--- src/rtl/pong_game_ctrl.sv ---
// Pong game sequencer: serve countdown, rally, point scoring and game-over handling.
// Every output is either a state/score register or registered from the next-state decode.
module pong_game_ctrl #(
  parameter int unsigned SCORE_LIMIT  = 9,
  parameter int unsigned SERVE_FRAMES = 60
) (
  input  logic       clk,
  input  logic       i_rst_n,
  input  logic       i_start,
  input  logic       i_frame_tick,
  input  logic       i_p1_miss,
  input  logic       i_p2_miss,
  output logic [2:0] o_state,
  output logic       o_ball_en,
  output logic       o_ball_center,
  output logic [3:0] o_p1_score,
  output logic [3:0] o_p2_score,
  output logic       o_game_over,
  output logic       o_winner
);

  typedef enum logic [2:0] {
    IDLE  = 3'd0,
    SERVE = 3'd1,
    PLAY  = 3'd2,
    POINT = 3'd3,
    OVER  = 3'd4
  } state_t;

  localparam logic [3:0] LIMIT       = 4'(SCORE_LIMIT);
  localparam logic [7:0] FRAMES_LAST = 8'(SERVE_FRAMES - 1);

  state_t     state, state_nxt;
  logic [7:0] frame_cnt, frame_cnt_nxt;
  logic [3:0] p1_score, p1_score_nxt;
  logic [3:0] p2_score, p2_score_nxt;
  logic       ball_en_nxt, ball_center_nxt, game_over_nxt, winner_nxt;

  always_ff @(posedge clk) begin
    if (!i_rst_n) begin
      state         <= IDLE;
      frame_cnt     <= '0;
      p1_score      <= '0;
      p2_score      <= '0;
      o_ball_en     <= 1'b0;
      o_ball_center <= 1'b1;
      o_game_over   <= 1'b0;
      o_winner      <= 1'b0;
    end else begin
      state         <= state_nxt;
      frame_cnt     <= frame_cnt_nxt;
      p1_score      <= p1_score_nxt;
      p2_score      <= p2_score_nxt;
      o_ball_en     <= ball_en_nxt;
      o_ball_center <= ball_center_nxt;
      o_game_over   <= game_over_nxt;
      o_winner      <= winner_nxt;
    end
  end

  // The tick that completes the serve count moves to PLAY on that same edge.
  always_comb begin
    state_nxt     = state;
    frame_cnt_nxt = frame_cnt;
    p1_score_nxt  = p1_score;
    p2_score_nxt  = p2_score;
    case (state)
      IDLE, OVER: begin
        if (i_start) begin
          state_nxt     = SERVE;
          frame_cnt_nxt = '0;
          p1_score_nxt  = '0;
          p2_score_nxt  = '0;
        end
      end
      SERVE: begin
        if (i_frame_tick) begin
          if (frame_cnt == FRAMES_LAST) begin
            state_nxt     = PLAY;
            frame_cnt_nxt = '0;
          end else begin
            frame_cnt_nxt = frame_cnt + 8'd1;
          end
        end
      end
      PLAY: begin
        if (i_p1_miss || i_p2_miss) begin
          state_nxt = POINT;
          if (i_p1_miss && !i_p2_miss && p2_score < LIMIT)
            p2_score_nxt = p2_score + 4'd1;
          if (i_p2_miss && !i_p1_miss && p1_score < LIMIT)
            p1_score_nxt = p1_score + 4'd1;
        end
      end
      POINT: begin
        if (p1_score == LIMIT || p2_score == LIMIT) begin
          state_nxt = OVER;
        end else begin
          state_nxt     = SERVE;
          frame_cnt_nxt = '0;
        end
      end
      default: begin
        state_nxt     = IDLE;
        frame_cnt_nxt = '0;
      end
    endcase
  end

  always_comb begin
    ball_en_nxt     = (state_nxt == PLAY);
    ball_center_nxt = (state_nxt != PLAY);
    game_over_nxt   = (state_nxt == OVER);
    winner_nxt      = (state_nxt == OVER) && (p2_score_nxt == LIMIT);
  end

  assign o_state    = state;
  assign o_p1_score = p1_score;
  assign o_p2_score = p2_score;

endmodule

--- config.mk ---
export PLATFORM = sky130hd
export DESIGN_NAME = pong_game_ctrl
export DESIGN_NICKNAME = d
export VERILOG_FILES = /design/src/rtl/pong_game_ctrl.sv
export SDC_FILE = /design/constraint.sdc
export NUM_CORES = 1
export LEC_CHECK = 0
export ABC_AREA = 1
export BUFFER_PORTS_ARGS = -buffer_cell sky130_fd_sc_hd__buf_2
export CAP_MARGIN = 25
export CORE_ASPECT_RATIO = 0.75
export CORE_MARGIN = 3
export CORE_UTILIZATION = 50
export DETAILED_ROUTE_END_ITERATION = 6
export HOLD_SLACK_MARGIN = 0.08
export PLACE_DENSITY = 0.8
export SETUP_SLACK_MARGIN = 0.02
export SYNTH_ARGS = -nofsm -noshare
export SYNTH_HDL_FRONTEND = slang
export SYNTH_SLANG_ARGS = --single-unit
--- constraint.sdc ---
create_clock -name clk -period 2.6 [get_ports clk]
set_input_delay 0.39 -clock clk [delete_from_list [all_inputs] [get_ports clk]]
set_output_delay 0.39 -clock clk [all_outputs]
set_load 0.005 [all_outputs]
==> flow_metrics.env <==
export IMPL_grt_first_pass_wirelength_mm=4.629
export IMPL_root_buffer="clkbuf_4"
export IMPL_yosysUniqueCellTypes=20
export IMPL_cts_made_buffers=3
export IMPL_hold_path_class="input port to flop"
export IMPL_dieArea_sq_um=3338
export IMPL_min_period_over_period_pct=65.38
export IMPL_end_kind="flop"
export IMPL_place_congestion=0.9025
export IMPL_cts_setup_buffers=0
export IMPL_port_buffers=20
export IMPL_final_nets=239
export IMPL_synth_cells=205
export IMPL_drt_antenna_violating_nets=0
export IMPL_crit_type="flop to flop"
export IMPL_period_needed_ns=1.700
export IMPL_first_global_vias=1034
export IMPL_synth_top_cell_area_share_pct=34.42
export IMPL_diodes=0
export IMPL_tightest_slew_ns=0.4647
export IMPL_synth_seq_area_share_pct=34.42
export IMPL_wire_per_inst_microns=10.93
export IMPL_boundaryPins=21
export IMPL_tns_ns=0
export IMPL_finClkSkew_ns=0.003581
export IMPL_timing_hold_ws_ns=0.3293
export IMPL_post_place_ws_ns=0.9479
export IMPL_yosysTopAreaCell="dfxtp_1"
export IMPL_coreArea_sq_um=2421
export IMPL_cts_hold_buf=0
export IMPL_antenna_found_initial=0
export IMPL_power_density_nw_per_um2=416.4
export IMPL_finalWorstSetupSlack_ns=0.9002
export IMPL_fmax_mhz=588.3
export IMPL_syn_num_nets=218
export IMPL_crit_path_start_kind="flop"
export IMPL_rsz0062_at_grt="no"
export IMPL_drc=0
export IMPL_first_pass_iters=4
export IMPL_run_status="finished clean"
export IMPL_finalWirelength_mm=2.831
export IMPL_crit_fanout=14
export IMPL_synthesis_area_sq_um=1338
export IMPL_yosys_top_cells_area="dfxtp_1, nand2_1, nand3_1, inv_1, nor2_1"
export IMPL_cp_arrival_ns=1.96
export IMPL_grt_overflow_total=0
export IMPL_finalNonFillerCells=259
export IMPL_vdd_ir_drop_max_v=0.0002663
export IMPL_routed_via_density=4.954
export IMPL_cts_sinks=23
export IMPL_post_cts_resize_count=0
export IMPL_initial_core_util_pct=55.25
export IMPL_die_x_microns=65.72
export IMPL_clockBufferDepth=2
export IMPL_fp_dieH_microns=50.79
export IMPL_use_met1_pct=26.98
export IMPL_cts_tree="done"
export IMPL_top_usage_layer="met1"
export IMPL_insertion_delay_ns=0.32
export IMPL_slew_viol_final=0
export IMPL_vias=1283
export IMPL_globalRouteMet3Util_pct=6.488
export IMPL_grt_max_degree=15
export IMPL_place_hpwl_mm=2.156
export IMPL_ys_seq_elements=23
export IMPL_drive_gt1_share_pct=13.78
export IMPL_row_count=15
export IMPL_syn_area_per_cell_sq_um=6.525
export IMPL_hold_viol=0
export IMPL_total_leakage_power_nw=0.7067
export IMPL_yosys_warnings=0
export IMPL_maxCapViolCount=0
export IMPL_slew_headroom_pct=68.98
export IMPL_place_inst=255
export IMPL_grtUsageMet2_pct=24.29
export IMPL_drtIter0Drc=79
export IMPL_crit_required_ns=2.86
export IMPL_cts_max_level=1
export IMPL_path_clk_slew_ns=0.13
export IMPL_setup_violations=0
export IMPL_gr_usage_all_layers_pct=17.81
export IMPL_area_delta_synth_final_pct=10.38
## area by class of cell
type,instances,area (sq um)
clock buffer,3,22.52
tap,34,42.54
multi-input combinational,149,737.0
inverter,29,108.9
fill,229,944.7
timing repair buffer,20,100.1
clock inverter,1,5.005
sequential,23,460.4
## sequential cells by signal, indices dropped and copies added (netlist names)
name	count
frame_cnt	8
o_p1_score	4
o_p2_score	4
o_state	3
o_ball_center	1
o_ball_en	1
o_game_over	1
o_winner	1
## metal layers
metal  share of wire (%)  wire length [microns]  vias to the layer above
met5                   0                      0                        -
met3                 6.6                    186                        2
li1                    -                      -                      691
met1                  56                   1587                      554
met4                0.49                     14                        0
met2                  37                   1042                       36
## critical path, stage by stage (launching register included)
cell	delay [ns]
dfxtp_1	0.41
inv_1	0.09
ha_1	0.18
nand3_1	0.10
nand2_1	0.06
nand2_1	0.33
nand2_1	0.19
inv_1	0.12
nand2_1	0.06
a21oi_1	0.11
## metrics by stage
step,cell area (sq um),util [%],total power [mW]
floorplan,1338,-,0.4318
global placement,1449,59.85,0.4495
detailed placement,1449,59.85,0.4497
CTS,1476,60.98,0.6200
global route,1476,60.98,0.6504
finish,1476,60.98,0.6147
## cells by family after synthesis
kind of cell	synth area share, %
flops	34.42
compound gates	5.052
simple gates	41.53
xor+xnor	1.965
fa+ha+maj	6.548
buf+inv	10.48
## power breakdown
group | leakage, nW | internal (mW) | switching, mW
Clock | 0.0177 | 0.0577 | 0.114
Sequential | 0.186 | 0.358 | 0.00747
Combinational | 0.503 | 0.0244 | 0.0531
Total | 0.707 | 0.440 | 0.174
## placed cells by master, fill, tap and decap left out, types with 3 or more instances in the layout
cell | Yosys | layout
clkbuf_4 | 0 | 3
a21oi_1 | 12 | 12
dfxtp_1 | 23 | 23
nor3_1 | 3 | 3
nor2_1 | 28 | 28
inv_1 | 28 | 28
xor2_1 | 3 | 3
nand2_1 | 56 | 56
nand3_1 | 22 | 22
nand4_1 | 7 | 7
ha_1 | 7 | 7
nand3b_1 | 4 | 4
buf_2 | 1 | 20
## cells in the mapped netlist
cell type	instances
dfxtp_1	23
a21oi_1	12
buf_6	2
o211ai_1	1
nor3_1	3
nand3_1	22
xor2_1	3
nand2_1	56
nand4_1	7
nor2_2	2
nor2_1	28
nand3_2	1
nand2_2	2
inv_1	28
buf_2	1
inv_2	1
ha_1	7
clkbuf_1	1
nand3b_1	4
or2_2	1
## path summary, 6_finish.rpt
check | startpoint | to | slack, ns | cells past startpoint
worst max-delay path | o_p2_score[1]$_SDFF_PN0_ | frame_cnt[1]$_SDFFE_PN0P_ | 0.90 | 9
worst min-delay path | i_rst_n | o_p1_score[0]$_SDFFE_PN0P_ | 0.33 | 3
worst max register to register | o_p2_score[1]$_SDFF_PN0_ | frame_cnt[1]$_SDFFE_PN0P_ | 0.90 | 9
worst min register to register | o_p1_score[3]$_SDFFE_PN0P_ | o_p1_score[3]$_SDFFE_PN0P_ | 0.50 | 2
(Power assumes the default switching activity.)
